==> config.mk <==
export PLATFORM = sky130hd
export DESIGN_NAME = counter_sequencer
export DESIGN_NICKNAME = d
export VERILOG_FILES = /design/src/rtl/counter_seq_pkg.sv /design/src/rtl/counter_seq_timer.sv /design/src/rtl/counter_sequencer.sv
export SDC_FILE = /design/constraint.sdc
export NUM_CORES = 1
export LEC_CHECK = 0
export BUFFER_PORTS_ARGS = -buffer_cell sky130_fd_sc_hd__buf_2
export CAP_MARGIN = 0
export CORE_MARGIN = 3
export CORE_UTILIZATION = 45
export DETAILED_ROUTE_END_ITERATION = 10
export HOLD_SLACK_MARGIN = 0.15
export PLACE_DENSITY = 0.69
export SLEW_MARGIN = 25
export SYNTH_ARGS = -nofsm -noshare
export SYNTH_HDL_FRONTEND = slang
export SYNTH_SLANG_ARGS = --single-unit
==> constraint.sdc <==
create_clock -name clk_i -period 10.1 [get_ports clk_i]
set_clock_uncertainty 0.2 [all_clocks]
set_input_delay 2.02 -clock clk_i [delete_from_list [all_inputs] [get_ports clk_i]]
set_output_delay 2.02 -clock clk_i [all_outputs]
set_load 0.005 [all_outputs]
==> src/rtl/counter_seq_pkg.sv <==
// rtl/counter_seq_pkg.sv - shared types and constants for the counter sequencer
package counter_seq_pkg;

   typedef enum logic [2:0] {
      S_IDLE   = 3'd0,
      S_LOAD   = 3'd1,
      S_ENABLE = 3'd2,
      S_RUN    = 3'd3,
      S_DONE   = 3'd4
   } state_e;

   typedef enum logic [1:0] {
      ST_NONE  = 2'd0,
      ST_DONE  = 2'd1,
      ST_CARRY = 2'd2,
      ST_ABORT = 2'd3
   } status_e;

   localparam int MIN_PERIOD = 2;

endpackage

==> src/rtl/counter_seq_timer.sv <==
// rtl/counter_seq_timer.sv - trigger phase timer with period and pulse-width clamping
module counter_seq_timer
   import counter_seq_pkg::*;
#(
   parameter int CW = 32
) (
   input  logic          clk_i,
   input  logic          reset_n_i,
   input  logic          clear_i,
   input  logic          run_i,
   input  logic [CW-1:0] period_i,
   input  logic [CW-1:0] pulse_w_i,
   output logic          period_end_o,
   output logic          trig_next_o
);

   localparam logic [CW-1:0] MIN_P = CW'(MIN_PERIOD);

   logic [CW-1:0] period_eff;
   logic [CW-1:0] pulse_w_min;
   logic [CW-1:0] pulse_w_eff;
   logic [CW-1:0] phase_q;
   logic [CW-1:0] phase_d;

   // Width is capped at period-1 so every period keeps at least one low cycle.
   always_comb begin
      period_eff  = (period_i < MIN_P) ? MIN_P : period_i;
      pulse_w_min = (pulse_w_i == '0) ? CW'(1) : pulse_w_i;
      pulse_w_eff = (pulse_w_min > (period_eff - CW'(1))) ? (period_eff - CW'(1)) : pulse_w_min;
   end

   assign period_end_o = (phase_q == (period_eff - CW'(1)));

   always_comb begin
      phase_d = phase_q;
      if (clear_i) begin
         phase_d = '0;
      end else if (run_i) begin
         phase_d = period_end_o ? '0 : (phase_q + CW'(1));
      end
   end

   // Trigger level for the phase the next cycle will be in, so the caller can register it.
   assign trig_next_o = (phase_d < pulse_w_eff);

   always_ff @(posedge clk_i or negedge reset_n_i) begin
      if (!reset_n_i) begin
         phase_q <= '0;
      end else begin
         phase_q <= phase_d;
      end
   end

endmodule

==> src/rtl/counter_sequencer.sv <==
// rtl/counter_sequencer.sv - arm-driven sequencer for one counter's load, enable and trigger inputs
module counter_sequencer
   import counter_seq_pkg::*;
#(
   parameter int CW = 32
) (
   input  logic          clk_i,
   input  logic          reset_n_i,
   input  logic          arm_i,
   input  logic          abort_i,
   input  logic          carry_i,
   input  logic [CW-1:0] START,
   input  logic [CW-1:0] NPULSES,
   input  logic [CW-1:0] PERIOD,
   input  logic [CW-1:0] PULSE_W,
   input  logic          STOP_ON_CARRY,
   output logic [CW-1:0] cnt_start_o,
   output logic          cnt_start_load_o,
   output logic          cnt_enable_o,
   output logic          cnt_trigger_o,
   output logic          busy_o,
   output logic          done_o,
   output logic [1:0]    status_o,
   output logic [CW-1:0] pulse_count_o
);

   state_e        state_q, state_d;
   status_e       status_q, status_d;
   logic [CW-1:0] start_q, start_d;
   logic [CW-1:0] npulses_q, npulses_d;
   logic [CW-1:0] period_q, period_d;
   logic [CW-1:0] pulse_w_q, pulse_w_d;
   logic          stop_q, stop_d;
   logic [CW-1:0] pulse_count_q, pulse_count_d;
   logic          load_q, load_d;
   logic          enable_q, enable_d;
   logic          trig_q, trig_d;
   logic          busy_q, busy_d;
   logic          done_q, done_d;
   logic          carry_q, carry_d;
   logic          carry_prev_q, carry_prev_d;

   logic          period_end;
   logic          trig_next;
   logic          arm_go;
   logic          abort_go;
   logic          carry_stop;
   logic          run_end;

   assign carry_d      = carry_i;
   assign carry_prev_d = carry_q;

   assign arm_go     = (state_q == S_IDLE) && arm_i && !abort_i;
   assign abort_go   = (state_q != S_IDLE) && abort_i;
   assign carry_stop = (state_q == S_RUN) && stop_q && carry_q && !carry_prev_q;
   assign run_end    = (state_q == S_RUN) && period_end && (pulse_count_q >= npulses_q);

   counter_seq_timer #(
      .CW (CW)
   ) u_timer (
      .clk_i        (clk_i),
      .reset_n_i    (reset_n_i),
      .clear_i      (state_q == S_ENABLE),
      .run_i        (state_q == S_RUN),
      .period_i     (period_q),
      .pulse_w_i    (pulse_w_q),
      .period_end_o (period_end),
      .trig_next_o  (trig_next)
   );

   always_ff @(posedge clk_i or negedge reset_n_i) begin
      if (!reset_n_i) begin
         state_q <= S_IDLE;
      end else begin
         state_q <= state_d;
      end
   end

   always_comb begin
      state_d = state_q;
      if (abort_i) begin
         state_d = S_IDLE;
      end else begin
         case (state_q)
            S_IDLE:   if (arm_i) state_d = S_LOAD;
            S_LOAD:   state_d = S_ENABLE;
            S_ENABLE: state_d = (npulses_q == '0) ? S_DONE : S_RUN;
            S_RUN:    if (carry_stop || run_end) state_d = S_DONE;
            S_DONE:   state_d = S_IDLE;
            default:  state_d = S_IDLE;
         endcase
      end
   end

   // Outputs are computed from the next state and registered alongside it.
   always_comb begin
      busy_d = (state_d != S_IDLE);
      done_d = (state_d == S_DONE);
      load_d = (state_d == S_LOAD);
      trig_d = (state_d == S_RUN) && trig_next;

      enable_d = enable_q;
      if (abort_i || (state_d == S_LOAD)) begin
         enable_d = 1'b0;
      end else if (state_d == S_ENABLE) begin
         enable_d = 1'b1;
      end

      status_d = status_q;
      if (abort_go) begin
         status_d = ST_ABORT;
      end else if (arm_go) begin
         status_d = ST_NONE;
      end else if (carry_stop) begin
         status_d = ST_CARRY;
      end else if (state_d == S_DONE) begin
         status_d = ST_DONE;
      end

      start_d   = start_q;
      npulses_d = npulses_q;
      period_d  = period_q;
      pulse_w_d = pulse_w_q;
      stop_d    = stop_q;
      if (arm_go) begin
         start_d   = START;
         npulses_d = NPULSES;
         period_d  = PERIOD;
         pulse_w_d = PULSE_W;
         stop_d    = STOP_ON_CARRY;
      end

      pulse_count_d = pulse_count_q;
      if (arm_go) begin
         pulse_count_d = '0;
      end else if (trig_d && !trig_q && (pulse_count_q != '1)) begin
         pulse_count_d = pulse_count_q + CW'(1);
      end
   end

   always_ff @(posedge clk_i or negedge reset_n_i) begin
      if (!reset_n_i) begin
         status_q      <= ST_NONE;
         start_q       <= '0;
         npulses_q     <= '0;
         period_q      <= '0;
         pulse_w_q     <= '0;
         stop_q        <= 1'b0;
         pulse_count_q <= '0;
         load_q        <= 1'b0;
         enable_q      <= 1'b0;
         trig_q        <= 1'b0;
         busy_q        <= 1'b0;
         done_q        <= 1'b0;
         carry_q       <= 1'b0;
         carry_prev_q  <= 1'b0;
      end else begin
         status_q      <= status_d;
         start_q       <= start_d;
         npulses_q     <= npulses_d;
         period_q      <= period_d;
         pulse_w_q     <= pulse_w_d;
         stop_q        <= stop_d;
         pulse_count_q <= pulse_count_d;
         load_q        <= load_d;
         enable_q      <= enable_d;
         trig_q        <= trig_d;
         busy_q        <= busy_d;
         done_q        <= done_d;
         carry_q       <= carry_d;
         carry_prev_q  <= carry_prev_d;
      end
   end

   assign cnt_start_o      = start_q;
   assign cnt_start_load_o = load_q;
   assign cnt_enable_o     = enable_q;
   assign cnt_trigger_o    = trig_q;
   assign busy_o           = busy_q;
   assign done_o           = done_q;
   assign status_o         = status_q;
   assign pulse_count_o    = pulse_count_q;

endmodule

==> results of run 1 <==
critical path, delay by kind of cell, from the launching register on:
kind,cells,cell delay (ns)
compound gates,10,2.25
xor+xnor,1,0.33
fa+ha+maj,3,0.83
flops,1,0.51
simple gates,16,5.12
path summary, 6_finish.rpt:
kind | slack (ns) | startpoint | to | cells after the start
min in group asynchronous | 1.32 | reset_n_i | cnt_start_o[19] | 1
hold reg to reg | 0.19 | carry_prev_d | carry_prev_q | 0
setup reg to reg | 0.74 | period_q[6] | pulse_count_o[10] | 30
max in group asynchronous | 7.00 | reset_n_i | pulse_count_o[29] | 2
setup / recovery | 0.74 | period_q[6] | pulse_count_o[10] | 30
hold / removal | 0.19 | carry_prev_d | carry_prev_q | 0
cell usage in the layout (no fill, tap or decap), drive strengths merged, types with 15 or more instances in the layout:
| cell | n |
|---|---|
| inv | 52 |
| nand2 | 434 |
| a21o | 18 |
| or4 | 18 |
| ha | 98 |
| nor2 | 121 |
| xnor2 | 51 |
| dfrtp | 205 |
| clkbuf | 35 |
| buf | 227 |
| nand4 | 44 |
| o21ai | 92 |
| nand2b | 16 |
| nand3 | 36 |
| xor2 | 39 |
| nor3 | 38 |
| nor4 | 45 |
| and3 | 15 |
| a21oi | 55 |
cells by family (layout without fill, tap and decap cells):
logic type               count (synthesis)  after routing  share of synthesized area, %
adder cells (fa/ha/maj)                 99             99                          8.85
XOR/XNOR                                96             96                          6.62
flip-flops                             205            205                          36.7
AO/OA/AOI/OAI                          267            268                          12.6
buffers and inverters                  169            323                          4.87
AND/OR/NAND/NOR                        851            851                          29.5
multiplexers                            11             11                         0.797
flip-flops by register name, summed over array words and instances (netlist names), 2 cells and up:
signal	cells
npulses_q	32
u_timer.phase_q	32
period_q	32
pulse_count_o	32
status_o	2
pulse_w_q	32
cnt_start_o	32
state_q	3
cells in the mapped netlist, types with 15 or more instances:
| master | n | area, um2 |
|---|---|---|
| a21o_1 | 18 | 135 |
| inv_1 | 48 | 180 |
| nand2_1 | 434 | 1630 |
| ha_1 | 98 | 1230 |
| and3_1 | 15 | 93.8 |
| xor2_1 | 39 | 342 |
| nor3_1 | 30 | 150 |
| a21oi_1 | 54 | 270 |
| nor2_1 | 120 | 450 |
| nand4_1 | 44 | 275 |
| clkbuf_1 | 99 | 372 |
| xnor2_1 | 51 | 447 |
| o21ai_0 | 91 | 455 |
| dfrtp_1 | 205 | 5130 |
| nor4_1 | 36 | 225 |
| nand3_1 | 35 | 175 |
| or4_1 | 16 | 120 |
| nand2b_1 | 16 | 100 |
layer usage:
metal	routed length, um	up-vias
li1	-	6161
met1	20200	6075
met4	1700	0
met2	18200	495
met3	3460	99
met5	0	-
layout make-up:
type,instances,area (um2)
multi-input combinational,1325,8190
tap,390,488
clock buffer,34,719
clock inverter,12,133
sequential,205,5130
timing repair buffer,228,1210
fill,2906,14000
inverter,49,189
stage by stage:
stage	std cells	power, mW	util [%]	area [um2]	worst slack, ns
floorplan	1698	1.87	-	14000	1.67
global placement	2195	2.21	50.4	15200	0.605
detailed placement	2195	2.24	50.5	15200	0.416
CTS	2241	3.19	53.3	16000	0.360
global route	2243	3.41	53.3	16100	0.0292
finish	2243	3.19	53.3	16100	0.741
power by group through the flow:
stage,logic (mW),registers (mW),clock network [mW]
floorplan,0.811,1.06,0
global route,1.27,1.15,0.983
CTS,1.11,1.13,0.950
finish,1.13,1.13,0.927
detailed placement,1.10,1.14,0
global placement,1.08,1.14,0
==> flow_summary.yaml, run 1 <==
routing:
  vias: 12800
  wl_um: 43500
  vias_per_cell: 5.72
  drc: 0
  routedWlPerCell_um: 19.4
  antenna_left: 0
  drtIter0Drc: 1190
  drtPass1Iterations: 5
final_layout:
  area_growth_pct: 15.0
  antenna_cells: 0
  nNetsFinal: 2066
  layout-drive-gt1-share_pct: 17.4
synthesis:
  syn_nets: 1930
  syn_inst: 1698
  synth_area_um2: 14000
  synthFlopType: "dfrtp_1"
  synth_warnings: 0
  ys_seq_area_share_pct: 36.7
  yosysUniqueCellTypes: 86
  syn_avg_cell_area_um2: 8.23
  async_reset_ff_share_pct: 100
  synth_edf_count: 0
  ys_ff_latch: 205
timing:
  hold-worst-slack_ns: 0.187
  tightest_slew_ns: 0.943
  setup_tns_ns: 0
  hold_violations: 0
  slew_headroom_pct: 37.1
  max_freq_mhz: 107
  maxSlewViolCount: 0
  finalSetupViolations: 0
  rsz0062_at_grt: "false"
  timing.final.crit_share_pct: 92.7
  period_needed_ns: 9.36
clock_tree:
  cts_setup_buffers: 0
  cts_tree: "done"
  cts_buffers: 25
  cts_resized: 0
  h-tree-depth: 1
  clkLatencyLatePin_ns: 0.55
  ctsHoldBuffers: 0
  path_clk_slew_ns: 0.06
  cts_sinks: 205
  cts.path.max_buffers: 3
  root_buffer: "clkbuf_16"
power_and_ir_drop:
  clkPwrFrac_pct: 29.1
  power_density_nw_per_um2: 198
  p_int_mw: 1.95
  pwr-share-seq_pct: 35.5
  p_leak_nw: 7.76
  switching_share_pct: 38.8
  power.switching_mw: 1.24
  ir_worst_vdd_mv: 0.134
  comb_power_share_pct: 35.4
global_route:
  grt_overflow: 0
  grt_max_degree: 112
  grt_use_met2_pct: 37.2
  grtUsageMet3_pct: 4.29
  grt_usage_pct: 25.8
  busiest_layer: "met1"
  antenna_found_initial: 0
  met1_usage_pct: 39.1
  grt_pass1_wl_um: 69400
  grt_pass1_vias: 12400
floorplanning:
  die_x_um: 182
  core_region_area_um2: 30100
  dieArea_um2: 33200
  io_pins: 205
  fp.dieH_um: 182
  start_util_pct: 46.4
  num_rows: 63
critical_path:
  worstPathRequired_ns: 10.33
  cp_max_fo: 15
  critPathLaunchType: "flip-flop"
  slowest_delay_ns: 0.83
  worst-endpoint-arrival_ns: 9.59
  worstSetupPathType: "reg -> reg"
  cpMaxStageDelayCell: "or4_1"
  worstSetupEndpointType: "flip-flop"
placed_design:
  place_congestion: 1.05
  port_buffers: 204
  hpwl_um: 33400
worst_hold_path:
  min_path_type: "reg -> reg"
flow_run:
  drv_cap: 0
run_status:
  status: "finished clean"
Power figures use the tool's default switching activity.
==> run 2, diff against run 1 <==
==> constraint.sdc (replaced) <==
create_clock -name clk_i -period 10.1 [get_ports clk_i]
set_clock_uncertainty 0.2 [all_clocks]
set_input_delay 0 -clock clk_i [delete_from_list [all_inputs] [get_ports clk_i]]
set_output_delay 0 -clock clk_i [all_outputs]
set_load 0.005 [all_outputs]
==> run 2 against run 1 <==
Hold slack worse by 0.0023 ns; sequential cell count unchanged; sequential power about the same; power up 5.2%; combinational power up 13%; clock power up 0.5%; largest power group is now combinational cells; highest routed layer unchanged.
==> flow_summary.yaml, run 2 (synthesized netlist as in run 1, its figures left out) <==
global_route:
  grt_pass1_wl_um: 82300
  grt_overflow: 0
  grt_use_met2_pct: 48.2
  grt_usage_pct: 30.7
  antenna_found_initial: 1
  met1_usage_pct: 43.1
  grt_max_degree: 112
  grtUsageMet3_pct: 3.95
  busiest_layer: "met2"
  grt_pass1_vias: 15000
flow_run:
  drv_cap: 0
routing:
  routedWlPerCell_um: 19.9
  drtIter0Drc: 1527
  vias: 14900
  vias_per_cell: 5.72
  wl_um: 51700
  antenna_left: 0
  drc: 0
  drtPass1Iterations: 6
critical_path:
  worstSetupEndpointType: "flip-flop"
  worstSetupPathType: "reg -> reg"
  crit_top_cell: "ha_1"
  cpMaxStageDelayCell: "or4_1"
  slowest_delay_ns: 0.83
  worst-endpoint-arrival_ns: 9.48
  cp_max_fo: 15
  worstPathRequired_ns: 10.35
  critPathLaunchType: "flip-flop"
placed_design:
  post-place-ws_ns: 0.416
  hpwl_um: 33400
  port_buffers: 204
  place_congestion: 1.05
  placed_area_um2: 15200
timing:
  setup_tns_ns: 0
  fin_ws_ns: 0.872
  slew_headroom_pct: 36.5
  timing.final.crit_share_pct: 91.4
  finalSetupViolations: 0
  tightest_slew_ns: 0.953
  max_freq_mhz: 108
  maxSlewViolCount: 0
  rsz0062_at_grt: "false"
  period_needed_ns: 9.23
  hold_violations: 0
  hold-worst-slack_ns: 0.185
clock_tree:
  root_buffer: "clkbuf_16"
  h-tree-depth: 1
  cts.path.max_buffers: 3
  clkLatencyLatePin_ns: 0.55
  cts_tree: "done"
  cts_buffers: 25
  path_clk_slew_ns: 0.06
  cts_sinks: 205
final_layout:
  final_cell_mix: "nand2_1, dlygate4sd3_1, dfrtp_1"
  post-route-cell-area_um2: 19600
  layout-drive-gt1-share_pct: 14.7
  area_growth_pct: 40.5
  final_common_cell: "nand2_1"
  fillerInstances: 2375
  nNetsFinal: 2420
floorplanning:
  die_x_um: 182
  num_rows: 63
  dieArea_um2: 33200
  fp.dieH_um: 182
  io_pins: 205
  start_util_pct: 46.4
  core_region_area_um2: 30100
run_status:
  status: "finished clean"
worst_hold_path:
  min_path_type: "in -> reg"
power_and_ir_drop:
  ir_worst_vdd_mv: 0.147
  p_leak_nw: 9.08
  power_density_nw_per_um2: 171
[run 2: cell count changes in the layout (fill, tap and decap cells not counted), sizes merged]
cell and delta:
buf +1, diode +1, dlygate4sd3 +353
[run 2: report_power, final]
part	total (mW)	internal, mW	switching (mW)	leakage [nW]
Sequential	1.14	0.960	0.181	2.64
Combinational	1.28	0.537	0.743	6.00
Clock	0.932	0.554	0.378	0.429
[run 2: metrics by stage]
stage          util, %  total power [mW]  instances
5_1_grt           65.2              3.56       2598
6_report          65.2              3.35       2598
3_3_place_gp      50.4              2.21       2195
4_1_cts           65.1              3.30       2595
3_5_place_dp      50.5              2.24       2195
2_1_floorplan        -              1.87       1698
[run 2: routing by layer]
metal	up-vias	part of all wire, %	wire, um
met5	-	0	0
met4	0	4.9	2540
met3	180	7.3	3750
met2	721	45	23100
met1	7087	43	22300
li1	6884	-	-
[run 2: critical path, delay by kind of cell, from the launching register on]
family / cells / cell delay, ns
AOI/OAI and AO/OA: 8 / 1.97
xor gates and xnor gates: 1 / 0.18
adders and majority gates: 3 / 0.91
DFF: 1 / 0.51
muxes: 2 / 0.50
and+or+nand+nor: 14 / 4.83
[run 2: cell type report]
class                           instances  area, um2  area share (%)
Timing Repair Buffer                  582       4770            24.3
Clock buffer                           34        719            3.66
Antenna cell                            1       2.50          0.0127
Inverter                               49        189           0.962
Tap cell                              390        488            2.49
Clock inverter                         12        133           0.676
Multi-Input combinational cell       1325       8190            41.7
Sequential cell                       205       5130            26.1
[run 2: timing repair]
action,in CTS,in global routing
resized for setup,0,1
buffers inserted,0,1
hold buffers,354,0
hold endpoints to repair,284,0
endpoints found under the setup margin,0,32
[run 2: worst paths after layout]
kind                                    from                end  slack [ns]  depth (start not counted)
worst max-delay path             period_q[6]  pulse_count_o[28]        0.87                         28
worst max register to register   period_q[6]  pulse_count_o[28]        0.87                         28
worst min register to register  carry_prev_d       carry_prev_q        0.19                          0
max in group asynchronous          reset_n_i       period_q[30]        8.37                          4
min in group asynchronous          reset_n_i    cnt_start_o[21]        0.52                          4
worst min-delay path                 abort_i         state_q[0]        0.18                          4
==> run 3, diff against run 2 <==
Settings changed: CELL_PAD_IN_SITES_DETAIL_PLACEMENT set to 1, CELL_PAD_IN_SITES_GLOBAL_PLACEMENT set to 1, CORE_UTILIZATION 45 to 44, PLACE_DENSITY 0.69 to 0.86.
==> run 3 against run 2 <==
Sequential share of layout area is 1.0 points higher; global-route usage is 7.1 points higher; sequential power hardly changed; first-iteration DRC count is 12% lower; critical path depth is 1 lower; clock power is 6.7% higher; clock-buffer cell count is 1 lower; critical path type unchanged.
==> flow_summary.yaml, run 3 (synthesized netlist as in run 1, its figures left out) <==
power_and_ir_drop:
  clkPwrFrac_pct: 28.1
  pwr-share-seq_pct: 33.0
  comb_power_share_pct: 38.9
  p_leak_nw: 8.95
  power.switching_mw: 1.47
  switching_share_pct: 41.6
  ir_worst_vdd_mv: 0.158
  power_density_nw_per_um2: 187
  p_int_mw: 2.07
floorplanning:
  num_rows: 64
  fp.dieH_um: 184
  dieArea_um2: 33900
  io_pins: 205
  die_x_um: 184
  start_util_pct: 45.2
  core_region_area_um2: 30900
critical_path:
  cp_top_family: "simple AND/OR/NAND/NOR gates"
  r2r-start: "period_q[2]"
  worst-endpoint-arrival_ns: 9.97
  r2r_cells: 27
  reg2reg_slack_ns: 0.35
  slowest_delay_ns: 0.68
  r2r_end: "pulse_count_o[26]"
  worstPathRequired_ns: 10.32
  cp_max_fo: 12
  worstSetupPathType: "reg -> reg"
  critPathLaunchType: "flip-flop"
  crit_top_cell: "a21oi_1"
  worstSetupEndpointType: "flip-flop"
  cpMaxStageDelayCell: "or4_4"
  critPathBufInv: 0
final_layout:
  fillerInstances: 3604
  area_growth_pct: 35.3
  final_cell_mix: "nand2_1, dlygate4sd3_1, dfrtp_1"
  layout-drive-gt1-share_pct: 15.2
  final_common_cell: "nand2_1"
  nNetsFinal: 2346
  antenna_cells: 0
clock_tree:
  cts_sinks: 205
  cts_buffers: 25
  cts.path.max_buffers: 3
  clkLatencyLatePin_ns: 0.58
  h-tree-depth: 1
  path_clk_slew_ns: 0.07
  cts_tree: "done"
  root_buffer: "clkbuf_16"
placed_design:
  place_congestion: 1.02
  hpwl_um: 37500
  port_buffers: 204
flow_run:
  drv_cap: 0
timing:
  hold-worst-slack_ns: 0.188
  max_freq_mhz: 103
  period_needed_ns: 9.75
  finalSetupViolations: 0
  setup_tns_ns: 0
  tightest_slew_ns: 0.847
  hold_violations: 0
  rsz0062_at_grt: "false"
  timing.final.crit_share_pct: 96.5
  maxSlewViolCount: 0
  slew_headroom_pct: 43.0
worst_hold_path:
  min_to: "state_q[1]"
  min_path_type: "in -> reg"
  hold_path.startpoint: "abort_i"
  whs_path_depth: 4
routing:
  vias_per_cell: 6.20
  drc: 0
  vias: 15700
  drtIter0Drc: 1338
  wl_um: 65400
  drtPass1Iterations: 5
  antenna_left: 0
  routedWlPerCell_um: 25.9
global_route:
  grt_pass1_vias: 16800
  grt_max_degree: 119
  antenna_found_initial: 0
  grt_usage_pct: 37.8
  grt_overflow: 0
  grt_pass1_wl_um: 99100
run_status:
  status: "finished clean"
[run 3: worst min-delay path, delay by kind of cell]
kind / cells / cell delay [ns]
compound gates: 1 / 0.06
simple gates: 1 / 0.18
buf+inv: 2 / 0.65
[run 3: cell type report]
type                    instances  area, um2  share of cell area [%]
multi-input cells            1325       8200                    43.4
flip-flops and latches        205       5130                    27.1
repair buffers                508       4030                    21.3
clock buffers                  33        666                    3.52
well taps                     396        495                    2.62
inverters                      49        189                    1.00
clock inverters                12        185                   0.980
[run 3: timing repair]
action / CTS / global route
endpoints found under the hold margin: 354 / 0
setup endpoints to repair: 0 / 28
setup buffers: 0 / 2
gates resized for setup: 0 / 2
hold buffers: 276 / 0
[run 3: through the flow]
step                      power [mW]  cell area [um2]  std cells  worst slack (ns)  util (%)
final                           3.54            18900       2528             0.351      61.1
after global placement          2.23            15200       2204             0.661      49.2
after CTS                       3.35            18900       2525             0.464      61.0
after global routing            3.69            18900       2528            0.0894      61.1
after detailed placement        2.29            15200       2204             0.467      49.2
after floorplan                 1.87            14000       1698              1.67         -
[run 3: power by group through the flow]
stage	logic [mW]	registers, mW	clock network [mW]
after floorplan	0.811	1.06	0
after global placement	1.08	1.14	0
after detailed placement	1.14	1.15	0
after CTS	1.25	1.14	0.965
after global routing	1.48	1.18	1.03
final	1.38	1.17	0.994
[run 3: worst max-delay path by stage]
stage | start | endpoint | slack [ns] | depth (start not counted)
after floorplan | period_q[7] | pulse_count_o[23] | 1.67 | 36
after global placement | period_q[6] | pulse_count_o[10] | 0.66 | 28
after detailed placement | period_q[6] | pulse_count_o[10] | 0.47 | 28
after CTS | period_q[6] | pulse_count_o[10] | 0.46 | 28
after global routing | period_q[2] | pulse_count_o[27] | 0.09 | 31
final | period_q[2] | pulse_count_o[26] | 0.35 | 27
[run 3: routing by layer]
| metal | wire [um] | track usage (%) | share of wire (%) |
|---|---|---|---|
| met4 | 4150 | 19.5 | 6.3 |
| met2 | 31800 | 66.0 | 49 |
| met1 | 25000 | 46.3 | 38 |
| met5 | 0 | 0 | 0 |
| met3 | 4460 | 3.99 | 6.8 |
